==> src/rtl/alu_pkg.sv <==
`timescale 1ns/1ps
// Shared EX-stage definitions: ALUCtrl encodings, MDU state encoding and datapath width.
package alu_pkg;

  localparam int WIDTH = 32;

  localparam logic [3:0] ALU_AND = 4'b0000;
  localparam logic [3:0] ALU_OR  = 4'b0001;
  localparam logic [3:0] ALU_ADD = 4'b0010;
  localparam logic [3:0] ALU_SUB = 4'b0110;
  localparam logic [3:0] ALU_MUL = 4'b0011;
  localparam logic [3:0] ALU_DIV = 4'b0111;

  typedef enum logic [1:0] {
    IDLE = 2'd0,
    RUN  = 2'd1,
    DONE = 2'd2
  } mdu_state_t;

  function automatic logic is_mdu_op(input logic [3:0] ctrl);
    return (ctrl == ALU_MUL) || (ctrl == ALU_DIV);
  endfunction

endpackage

==> src/rtl/mdu_iter.sv <==
`timescale 1ns/1ps
// One radix-2 step, purely combinational: shift-add for MUL, restoring trial-subtract for DIV.
// MUL: {hi,lo} is the running product with the multiplier in lo; DIV: hi is remainder, lo shifts dividend out and quotient in.
module mdu_iter #(
  parameter int WIDTH = 32
) (
  input  logic             is_div,
  input  logic [WIDTH-1:0] hi,
  input  logic [WIDTH-1:0] lo,
  input  logic [WIDTH-1:0] b,
  output logic [WIDTH-1:0] hi_nxt,
  output logic [WIDTH-1:0] lo_nxt
);

  logic [WIDTH:0]   sum;
  logic [WIDTH:0]   shifted;
  logic [WIDTH-1:0] diff;
  logic             ge;

  always_comb begin
    sum     = {1'b0, hi} + (lo[0] ? {1'b0, b} : {(WIDTH+1){1'b0}});
    shifted = {hi, lo[WIDTH-1]};
    ge      = (shifted >= {1'b0, b});
    // When ge holds the difference is below the divisor, so the low WIDTH bits are exact.
    diff    = shifted[WIDTH-1:0] - b;
    hi_nxt  = '0;
    lo_nxt  = '0;
    if (is_div) begin
      hi_nxt = ge ? diff : shifted[WIDTH-1:0];
      lo_nxt = {lo[WIDTH-2:0], ge};
    end else begin
      hi_nxt = sum[WIDTH:1];
      lo_nxt = {sum[0], lo[WIDTH-1:1]};
    end
  end

endmodule

==> src/rtl/mdu_seq.sv <==
`timescale 1ns/1ps
// Multi-cycle unsigned MUL/DIV beside the EX-stage ALU; result valid WIDTH+1 cycles after accept (1 for divide-by-zero).
// Holds the pipeline via combinational stall_o until the single-cycle result pulse; flush aborts at any point.
module mdu_seq #(
  parameter int WIDTH = alu_pkg::WIDTH
) (
  input  logic             clk_i,
  input  logic             rst_i,
  input  logic             start_i,
  input  logic [3:0]       ALUCtrl_i,
  input  logic [WIDTH-1:0] data1_i,
  input  logic [WIDTH-1:0] data2_i,
  input  logic             flush_i,
  output logic             stall_o,
  output logic             busy_o,
  output logic             valid_o,
  output logic [WIDTH-1:0] result_o,
  output logic [WIDTH-1:0] hi_o
);

  import alu_pkg::*;

  localparam int CNT_W = $clog2(WIDTH) + 1;

  mdu_state_t       state_q;
  logic [CNT_W-1:0] cnt_q;
  logic             is_div_q;
  logic [WIDTH-1:0] hi_q;
  logic [WIDTH-1:0] lo_q;
  logic [WIDTH-1:0] b_q;
  logic [WIDTH-1:0] hi_nxt;
  logic [WIDTH-1:0] lo_nxt;
  logic             accept;
  logic             start_div;

  assign accept    = (state_q == IDLE) && start_i && is_mdu_op(ALUCtrl_i) && !flush_i;
  assign start_div = (ALUCtrl_i == ALU_DIV);

  assign stall_o = accept || ((state_q == RUN) && !flush_i);
  assign busy_o  = (state_q == RUN);
  assign valid_o = (state_q == DONE) && !flush_i;

  mdu_iter #(.WIDTH(WIDTH)) u_iter (
    .is_div (is_div_q),
    .hi     (hi_q),
    .lo     (lo_q),
    .b      (b_q),
    .hi_nxt (hi_nxt),
    .lo_nxt (lo_nxt)
  );

  always_ff @(posedge clk_i or posedge rst_i) begin
    if (rst_i) begin
      state_q  <= IDLE;
      cnt_q    <= '0;
      is_div_q <= 1'b0;
      hi_q     <= '0;
      lo_q     <= '0;
      b_q      <= '0;
      result_o <= '0;
      hi_o     <= '0;
    end else begin
      case (state_q)
        IDLE: begin
          if (accept) begin
            is_div_q <= start_div;
            cnt_q    <= '0;
            hi_q     <= '0;
            // DIV keeps the dividend in lo and divisor in b; MUL keeps the multiplier in lo.
            lo_q     <= start_div ? data1_i : data2_i;
            b_q      <= start_div ? data2_i : data1_i;
            if (start_div && (data2_i == '0)) begin
              result_o <= '1;
              hi_o     <= data1_i;
              state_q  <= DONE;
            end else begin
              state_q  <= RUN;
            end
          end
        end
        RUN: begin
          if (flush_i) begin
            cnt_q   <= '0;
            state_q <= IDLE;
          end else begin
            hi_q  <= hi_nxt;
            lo_q  <= lo_nxt;
            cnt_q <= cnt_q + 1'b1;
            if (cnt_q == CNT_W'(WIDTH - 1)) begin
              result_o <= lo_nxt;
              hi_o     <= hi_nxt;
              state_q  <= DONE;
            end
          end
        end
        DONE: begin
          cnt_q   <= '0;
          state_q <= IDLE;
        end
        default: state_q <= IDLE;
      endcase
    end
  end

endmodule

==> config.mk <==
export PLATFORM = sky130hd
export DESIGN_NAME = mdu_seq
export DESIGN_NICKNAME = d
export VERILOG_FILES = /design/src/rtl/alu_pkg.sv /design/src/rtl/mdu_iter.sv /design/src/rtl/mdu_seq.sv
export SDC_FILE = /design/constraint.sdc
export NUM_CORES = 1
export LEC_CHECK = 0
export BUFFER_PORTS_ARGS = -buffer_cell sky130_fd_sc_hd__buf_4
export CORE_MARGIN = 3
export CORE_UTILIZATION = 60
export CTS_CLUSTER_DIAMETER = 50
export DETAILED_ROUTE_END_ITERATION = 8
export PLACE_DENSITY = 0.93
export SYNTH_ARGS = -nofsm -noshare
export SYNTH_HDL_FRONTEND = slang
export SYNTH_SLANG_ARGS = --single-unit
==> constraint.sdc <==
create_clock -name clk_i -period 7.7 [get_ports clk_i]
set_clock_uncertainty 0.05 [all_clocks]
set_input_delay 1.54 -clock clk_i [delete_from_list [all_inputs] [get_ports clk_i]]
set_output_delay 1.54 -clock clk_i [all_outputs]
set_load 0.02 [all_outputs]
==> results of run 1 <==
layout make-up:
cell class / count / area (sq um)
multi-input cells: 1116 / 7100
fillers: 1335 / 5440
flip-flops and latches: 169 / 4230
repair buffers: 150 / 1130
clock buffers: 19 / 453
well taps: 260 / 325
inverters: 56 / 215
clock inverters: 13 / 193
diodes: 1 / 2.50
synth_stat cells, types with 31 or more instances:
master / count
a211oi_1: 39
a21o_1: 63
a21oi_1: 86
a311oi_1: 32
and2_1: 62
clkbuf_1: 82
dfrtp_1: 169
ha_1: 65
inv_1: 53
mux2i_1: 48
nand2_1: 255
nand3_1: 31
nor2_1: 51
o21ai_0: 92
o21ai_1: 42
xnor2_1: 32
metal layers:
layer	wire length [um]	share of wire (%)	global-route usage, %
met2	17800	46	56.2
met3	3800	9.9	7.09
met5	0	0	0
met4	2650	6.9	20.7
met1	14000	37	42.9
worst max path at each step:
stage / start / to / slack [ns] / cells past startpoint
finish: ALUCtrl_i[1] / stall_o / 2.75 / 8
global route: ALUCtrl_i[1] / stall_o / 2.62 / 8
CTS: ALUCtrl_i[1] / stall_o / 2.81 / 8
detailed placement: ALUCtrl_i[1] / stall_o / 2.83 / 8
global placement: ALUCtrl_i[1] / stall_o / 2.85 / 8
floorplan: rst_i / b_q[0] / 1.53 / 1
where the power goes:
group	switching [uW]	leakage [uW]	internal, uW	total [uW]
sequential	394	0.00220	1250	1640
combinational	2360	0.00432	1490	3840
clock	382	0.000298	563	945
stage by stage:
stage	total power (uW)	std cells	hold slack (ns)	setup WS (ns)	area (sq um)
2_1_floorplan	4270	1433	0.406	1.53	11900
3_3_place_gp	5220	1751	0.416	2.85	13000
3_5_place_dp	5360	1751	0.422	2.83	13000
4_1_cts	6340	1783	0.437	2.81	13600
5_1_grt	6830	1783	0.456	2.62	13600
6_report	6430	1784	0.432	2.75	13600
registers in the layout (all words and copies together) (netlist names):
signal	flops
b_q	32
hi_o	32
hi_q	32
lo_q	32
result_o	32
cnt_q	6
state_q	2
is_div_q	1
placed cells by master (no fill, tap or decap), types with 7 or more instances in the layout:
master / Yosys / routed
a21oi_1: 86 / 86
o21bai_1: 7 / 7
nand2_1: 255 / 253
clkbuf_16: 0 / 17
o211ai_1: 30 / 30
inv_1: 53 / 52
nand4_1: 20 / 20
nor4_1: 9 / 9
and3_1: 15 / 15
buf_4: 2 / 150
nor2_1: 51 / 51
a211oi_1: 39 / 39
nor2b_1: 14 / 14
mux2i_1: 48 / 48
a21o_1: 63 / 63
dfrtp_1: 169 / 168
o31ai_1: 10 / 10
nor3_1: 7 / 7
o21ai_1: 42 / 42
a31oi_1: 10 / 10
nand3_1: 31 / 31
xnor2_1: 32 / 32
ha_1: 65 / 65
a311oi_1: 32 / 32
o21a_1: 7 / 7
xor2_1: 22 / 22
and2_1: 62 / 61
o21ai_0: 92 / 92
logic make-up (layout without fill, tap and decap cells):
kind of cell,after synthesis,after routing,share of synthesized area [%]
fa+ha+maj,67,67,7.18
simple gates,480,480,18.5
compound gates,461,461,25.3
buf+inv,148,238,4.77
flops,169,169,35.6
other cells,0,1,0
xor+xnor,54,54,3.98
mux,54,54,4.61
worst min-delay path: stages (launching register included):
cell and delay, ns:
dfrtp_1 0.34, nand2_1 0.04, o21ai_0 0.06
==> run metrics, run 1 <==
Synth top area share=35.6%; Sinks on Clock Net=169; Iter 0 DRT Violations=1150; area leader, netlist=dfrtp_1; core area=0.0191 sq mm; port bufs=138; Die ar.=0.0215 sq mm; total track usage=34.7%; Net count, final=1649; number of synthesized flops with an enable pin=0; Worst path slowest cell=buf_4; asr flop ratio synth=100%; Worst Path Arrival=roughly 3.4 ns; Syn Nets=approximately 1600; CP required=6.11 ns; critical-path maximum fanout=72; hold_sp=result_o[23]; 1st-pass router iterations=7; sequential area share after synthesis=35.6%; TritonCTS clock tree=done; Hold Vio Cnt, Final=0; Remaining DRCs=0; post-CTS resize count=0; cts bufs inserted=17; FF-to-FF Start=lo_q[0]; R2R setup slack=approximately 3.1 ns; crit-path cells=buf_4 -> nand2_1 -> nor2_1 -> nand4b_1 -> buf_4 -> and2_2 -> clkinv_1 -> buf_4; Power Dens Cells=between 400 and 500 mW/mm^2; Slew headroom=26.8%; clk_lat worst skew=0.44 ns; worst slew pin tran=1.10 ns; Setup violations, final=0; final WL=38.3 mm; die height=approximately 150 um; Top cell by count, worst path=buf_4; DP HPWL=26.6 mm; Pleak=0.00682 uW; crit start category=primary input; Synth Area per Inst=roughly 8.3 sq um; FMAX=~0.20 GHz; total grt overflow=0; crit path kind=primary input to primary output; area grow syn2layout=14.8%; Ports=approximately 140; synthesized area=0.0119 sq mm; Synth area leaders=dfrtp_1, nand2_1, ha_1; Tcrit/Tclk final=64.2%; initial antenna violation count=1; cell count after synthesis=1433; Setup crit end kind=primary output; vias per inst=6.74; layout cells sized above 1=between 10% and 20%; vias=between 10000 and 15000; Post-DRT Antenna Nets=0; Worst R2R Path Depth=13; post-synthesis cell type count=62; final core utilization=a little under three quarters; vias in the first global route=roughly 12000; slowest stage delay, CP=approximately 0.53 ns; max_cap viols=0; Post-CTS Repair Setup Buffers=0; WL per Instance=21.4 um; RSZ-0062 raised after global routing=false; hold endpoint=result_o[23]; CTS Buffer Depth=2; largest net degree at the start of global routing=120; Final TNS setup=0 ns; Warnings, synthesis=0; Root Driver=clkbuf_16; worst path bufs/invs=4; Initial Util=62.3%; GP Congestion=just under 1; Top FF cell, synth=dfrtp_1; delay-heaviest family, CP=buffers and inverters; VDD IR-drop max=207 uV; hold depth=2; Hold Path Class=register to register; H-tree levels=4; site row count=50; Die X=about 150 um; clock transition at the registers of the reported paths=around 0.07 ns; number of synthesized register bits=169; max-slew violations=0; Tmin final=4.95 ns; Post-CTS Hold Fix Bufs=0; outcome=finished clean; global-route wire length before repair=60.6 mm; r2r endpoint=hi_o[27]
Note: power is estimated with default switching activity, not from simulation.
==> inputs of run 2 (changes only) <==
--- a/config.mk
+++ b/config.mk
@@ -7,10 +7,10 @@
 export LEC_CHECK = 0
 export BUFFER_PORTS_ARGS = -buffer_cell sky130_fd_sc_hd__buf_4
 export CORE_MARGIN = 3
-export CORE_UTILIZATION = 60
+export CORE_UTILIZATION = 54
 export CTS_CLUSTER_DIAMETER = 50
 export DETAILED_ROUTE_END_ITERATION = 8
-export PLACE_DENSITY = 0.93
+export PLACE_DENSITY = 0.89
 export SYNTH_ARGS = -nofsm -noshare
 export SYNTH_HDL_FRONTEND = slang
 export SYNTH_SLANG_ARGS = --single-unit
==> constraint.sdc (replaced) <==
create_clock -name clk_i -period 4.14 [get_ports clk_i]
set_clock_uncertainty 0.05 [all_clocks]
set_input_delay 0.828 -clock clk_i [delete_from_list [all_inputs] [get_ports clk_i]]
set_output_delay 0.828 -clock clk_i [all_outputs]
set_load 0.02 [all_outputs]
==> run 2 against run 1 <==
Effect of this change: critical path depth is 5 higher; clock power up 80%; highest routed layer unchanged; critical endpoint is now hi_o[27]; largest power group unchanged; combinational power up 89%; sequential cell count is the same; count of clock-buffer cells in the layout down 1; hold slack improved by 0.0046 ns; critical path type is now register to register; global-route usage decreased by 3.3 points; utilization down 6.9 points.
==> run metrics, run 2 (synthesis gave the netlist of run 1 again) <==
die height=154 um (+5.2%); Pleak=0.00689 uW (+1.0%); max_cap viols=0 (unchanged); CP required=4.41 ns (-1.70 ns); port bufs=138 (unchanged); CTS Buffer Depth=2 (unchanged); outcome=finished clean; final WL=38.0 mm (-0.77%); final instance area=0.0137 sq mm (+0.77%); post-CTS resize count=0 (unchanged); total track usage=31.4% (-3.3 points); Post-CTS Hold Fix Bufs=0 (unchanged); TritonCTS clock tree=done; Worst Path Arrival=4.10 ns (+0.74 ns); Remaining DRCs=0 (unchanged); Die X=154 um (+5.2%); ANT cells=0 (-1); dpl cells=1778 (+1.5%); Hold Vio Cnt, Final=0 (unchanged); Post-CTS Repair Setup Buffers=0 (unchanged); total grt overflow=0 (unchanged); commonest non-fill, non-tap cell in the layout=nand2_1; max-slew violations=0 (unchanged); area grow syn2layout=15.7%; clk_lat worst skew=0.43 ns (about the same); Tcrit/Tclk final=slightly above 90%; met2 WL=16.6 mm (-6.7%); layout cells sized above 1=13.7% (+0.61 points); clock transition at the registers of the reported paths=0.07 ns (about the same); Die ar.=0.0238 sq mm (+11%); Post-DRT Antenna Nets=0 (unchanged); Root Driver=clkbuf_16; worst slew pin tran=1.01 ns (-0.0868 ns); Worst path slowest cell=dfrtp_1; Initial Util=55.8% (-6.5 points); vias in the first global route=11200 (-3.2%); vias=11700 (-2.5%); Sinks on Clock Net=169 (unchanged); Iter 0 DRT Violations=1209 (+5.1%); site row count=53 (+6.0%); WL met3=3.96 mm (+4.3%); FMAX=0.261 GHz; area of the multi-input gates=0.00710 sq mm (about the same); vias per inst=6.48 (-3.9%); Setup violations, final=0 (unchanged); Hold Path Class=register to register; crit start category=register; global-route wire length before repair=60.8 mm (+0.27%); most frequent cells in the layout=nand2_1, dfrtp_1, buf_4; crit-path cells=and2_1 -> ha_1 -> fa_1 -> a21oi_1 -> o22ai_1 -> a21oi_2 -> o21ai_2 -> a221o_1 -> a221o_1 -> a21oi_2 -> xnor2_1 -> a211oi_1 -> o31ai_1; cts bufs inserted=17 (unchanged); 1st-pass router iterations=6 (-1); DP HPWL=28.3 mm (+6.4%); H-tree levels=4 (unchanged); Power Dens Cells=872 mW/mm^2 (+85%); initial antenna violation count=0 (-1); slowest stage delay, CP=0.48 ns (-0.05 ns); Ports=139 (unchanged); final cell count without fillers=1810 (+1.5%); WL per Instance=21.0 um (-2.2%); core area=0.0213 sq mm (+12%); register area=0.00423 sq mm (unchanged); fillcell total=1670 (+25%); RSZ-0062 raised after global routing=false; max layer used=met4; Final TNS setup=0 ns (unchanged); Net count, final=1661 (+0.73%); Tmin final=3.84 ns; Setup crit end kind=register; crit path kind=register to register; M1 wire length=16.2 mm (+15%); Slew headroom=32.6% (+5.8 points); VDD IR-drop max=589 uV (+190%); Placed Area=0.0131 sq mm (+1.1%); GP Congestion=1.01 (+3.8%); critical-path maximum fanout=11 (-85%); largest net degree at the start of global routing=94 (-22%)
## run 2: cell types whose count changed in the layout (fill, tap and decap cells not counted), moves of 2 or more
cell / previous run / this run
buf_4: 150 / 160
inv_8: 0 / 4
clkbuf_8: 2 / 0
buf_12: 0 / 2
clkinv_2: 0 / 3
clkinvlp_4: 5 / 1
## run 2: cell type report
type,count,area share (%)
Timing Repair Buffer,162,9.03
Inverter,56,1.56
Clock buffer,18,3.12
Multi-Input combinational cell,1116,51.7
Clock inverter,14,1.35
Tap cell,275,2.50
Sequential cell,169,30.8
## run 2: path summary, 6_finish.rpt
path / from / end / slack [ns] / cells after the start
max: lo_q[0] / hi_o[27] / 0.30 / 13
min: result_o[9] / result_o[9] / 0.44 / 2
max reg2reg: lo_q[0] / hi_o[27] / 0.30 / 13
min reg2reg: result_o[9] / result_o[9] / 0.44 / 2
max in group asynchronous: rst_i / lo_q[12] / 2.57 / 3
min in group asynchronous: rst_i / b_q[1] / 0.56 / 2
## run 2: metrics by stage
stage,power (uW),util [%],hold WS [ns],setup slack (ns)
6_report,12000,64.6,0.437,0.305
5_1_grt,12800,64.6,0.468,0.0704
4_1_cts,11800,64.6,0.438,0.362
3_5_place_dp,10100,61.7,0.422,0.415
3_3_place_gp,9860,61.7,0.416,0.489
2_1_floorplan,7940,-,0.406,0.705
## run 2: critical path, delay by kind of cell (launching register included)
| kind | cells | cell delay [ns] |
|---|---|---|
| AND/OR/NAND/NOR | 1 | 0.22 |
| adder cells (fa/ha/maj) | 2 | 0.62 |
| XOR/XNOR | 1 | 0.15 |
| flip-flops | 1 | 0.48 |
| AO/OA/AOI/OAI | 9 | 2.20 |
## run 2: per-layer routing
metal	GRT usage (%)	vias up
met1	45.9	5622
met2	46.9	695
met4	9.80	0
li1	-	5317
met3	6.52	93
met5	0	-
## run 2: where the power goes
| group | switching [uW] | internal (uW) |
|---|---|---|
| clock | 734 | 971 |
| combinational | 4410 | 2840 |
| sequential | 725 | 2320 |
==> inputs of run 3 (changes only) <==
--- a/config.mk
+++ b/config.mk
@@ -5,9 +5,11 @@
 export SDC_FILE = /design/constraint.sdc
 export NUM_CORES = 1
 export LEC_CHECK = 0
+export ABC_AREA = 1
 export BUFFER_PORTS_ARGS = -buffer_cell sky130_fd_sc_hd__buf_4
+export CAP_MARGIN = 20
 export CORE_MARGIN = 3
-export CORE_UTILIZATION = 54
+export CORE_UTILIZATION = 55
 export CTS_CLUSTER_DIAMETER = 50
 export DETAILED_ROUTE_END_ITERATION = 8
 export PLACE_DENSITY = 0.89
==> run 3 against run 2 <==
Effect of this change: power increased by 3.9%; clock power fell by 4%; sequential power is essentially flat; final area grew 12%; fmax up 21%; area after synthesis is 14% higher; utilization shrank 0.20 points; via count grew 27%.
==> run metrics, run 3 <==
outcome=finished clean; crit path kind=register to register; area grow syn2layout=13.4%; Worst path slowest cell=fa_1; Pint=5760 uW (-6.1%); Net count, final=2390 (+44%); VDD IR-drop max=552 uV (-6.3%); ANT cells=0 (unchanged); sequential area share after synthesis=31.3% (-4.3 points); Pleak=0.00833 uW (+21%); slowest stage delay, CP=0.48 ns (about the same); dpl cells=2551 (+43%); RSZ-0062 raised after global routing=false; asr flop ratio synth=100% (unchanged); most frequent cells in the layout=nand2_1, inv_1, nor2_1; Post-DRT Antenna Nets=0 (unchanged); largest net degree at the start of global routing=111 (+18%); site row count=56 (+5.7%); Logic pwr share=62.2% (+1.8 points); max-slew violations=0 (unchanged); Iter 0 DRT Violations=1833 (+52%); GP Congestion=1.01 (-0.35%); WL per Instance=19.0 um (-9.3%); port bufs=138 (unchanged); Final TNS setup=0 ns (unchanged); crit start category=register; register area=0.00423 sq mm (unchanged); number of synthesized register bits=169 (unchanged); 1st-pass router iterations=8 (+2); fillcell total=2225 (+33%); final cell count without fillers=2583 (+43%); Tcrit/Tclk final=76.8% (-16 points); hold_sp=result_o[11]; vias in the first global route=13800 (+23%); commonest non-fill, non-tap cell in the layout=nand2_1; die height=163 um (+5.5%); Initial Util=56.8% (+0.97 points); Fin Hold WS=0.443 ns (+0.00583 ns); synthesized area=0.0135 sq mm (+14%); critical-path maximum fanout=33 (+22); Power Dens Cells=813 mW/mm^2 (-6.9%); final WL=49.2 mm (+29%); post-CTS resize count=0 (unchanged); clock power share=13.2% (-1.0 points); vias=14900 (+27%); Tmin final=3.18 ns (-0.657 ns); Slew headroom=36.8% (+4.2 points); commonest cells in the synthesized netlist=nand2_1, inv_1, nor2_1; DP HPWL=37.5 mm (+33%); TritonCTS clock tree=done; Remaining DRCs=0 (unchanged); crit path launch=lo_q[0]; Die X=163 um (+5.5%); max_cap viols=0 (unchanged); total grt overflow=0 (unchanged); Synth area leaders=dfrtp_1, nand2_1, inv_1; FMAX=0.315 GHz (+21%); post-synthesis cell type count=44 (-29%); crit-path cells=buf_4 -> nand2_1 -> inv_1 -> ha_1 -> fa_1 -> nand3_1 -> nand2_1 -> nand3_1 -> nand2_1 -> nand2_1 -> nand2_1 -> xor2_1 -> or2_2 -> nand3_1 -> o21ai_0; Top FF cell, synth=dfrtp_1; Hold Path Class=register to register; CTS Buffer Depth=2 (unchanged); FF-to-FF Start=lo_q[0]; Sinks on Clock Net=169 (unchanged); P_sw=6710 uW (+14%); Post-CTS Repair Setup Buffers=0 (unchanged); worst slew pin tran=0.947 ns (-0.0645 ns); H-tree levels=4 (unchanged); worst setup margin=0.962 ns (+0.657 ns); cell count after synthesis=2161 (+51%); Die ar.=0.0265 sq mm (+11%); Post-CTS Hold Fix Bufs=0 (unchanged); global-route wire length before repair=75.2 mm (+24%); Top cell by count, worst path=nand2_1; clk_lat worst skew=0.45 ns (+0.02 ns); clock transition at the registers of the reported paths=0.08 ns (about the same); Synth Area per Inst=6.26 sq um (-25%); Setup violations, final=0 (unchanged); core area=0.0238 sq mm (+12%); initial antenna violation count=0 (unchanged); CP required=4.39 ns (-0.02 ns); Ports=139 (unchanged); Power, Total=12500 uW (+3.9%); Synth top area share=31.3% (-4.3 points); Worst Path Arrival=3.43 ns (-0.67 ns); vias per inst=5.76 (-11%); total track usage=36.4% (+5.0 points); Reg power frac=24.6% (-0.8 points); Hold Vio Cnt, Final=0 (unchanged); sw frac=53.8% (+4.9 points); Syn Nets=2300 (+46%); dpl ws=0.957 ns (+0.542 ns); area leader, netlist=dfrtp_1; layout cells sized above 1=9.76% (-4.0 points); Warnings, synthesis=0 (unchanged); count leader, synth=nand2_1; cts bufs inserted=17 (unchanged); number of synthesized flops with an enable pin=0 (unchanged); area of the multi-input gates=0.00764 sq mm (+7.6%); Root Driver=clkbuf_16; Setup crit end kind=register
run 3: worst paths after layout:
kind / end / slack [ns] / depth (start not counted)
worst max-delay path: hi_q[9] / 0.96 / 15
max in group asynchronous: is_div_q / 2.81 / 3
worst max register to register: hi_q[9] / 0.96 / 15
worst min register to register: result_o[11] / 0.44 / 2
min in group asynchronous: result_o[10] / 0.48 / 3
worst min-delay path: result_o[11] / 0.44 / 2
run 3: cells by family after synthesis:
logic type | after synthesis | synth area share, %
AOI/OAI and AO/OA | 429 | 16.9
and+or+nand+nor | 1042 | 31.6
xor gates and xnor gates | 24 | 1.55
buffers and inverters | 430 | 12.3
adders and majority gates | 67 | 6.31
DFF | 169 | 31.3
run 3: power by group through the flow:
stage,sequential [uW],clock (uW),combinational [uW]
floorplan,3230,0,4910
global placement,3060,0,7480
detailed placement,3060,0,7600
CTS,3040,1640,7640
global route,3130,1700,8530
finish,3070,1640,7750
run 3: critical path: cells and delay by family, from the launching register on:
family / cells / cell delay [ns]
and+or+nand+nor: 9 / 1.27
xor gates and xnor gates: 1 / 0.16
adders and majority gates: 2 / 0.74
DFF: 1 / 0.38
buffers and inverters: 2 / 0.32
AOI/OAI and AO/OA: 1 / 0.11
run 3: stage by stage:
stage / util, % / cell area, sq um
after floorplan: - / 13500
after global placement: 61.9 / 14700
after detailed placement: 61.9 / 14700
after CTS: 64.4 / 15300
after global routing: 64.4 / 15300
final: 64.4 / 15300
run 3: metal layers:
metal | global-route usage [%] | up-vias | part of all wire (%)
met5 | 0 | - | 0
li1 | - | 7079 | -
met3 | 5.60 | 160 | 8.3
met2 | 58.9 | 843 | 46
met4 | 16.0 | 0 | 4.8
met1 | 48.5 | 6787 | 41
run 3: layout make-up:
class                      instances  area share (%)
multi-input combinational       1562            49.8
sequential                       169            27.6
inverter                         349            8.58
timing repair buffer             152            7.52
clock buffer                      18            2.86
tap                              319            2.60
clock inverter                    14            1.00
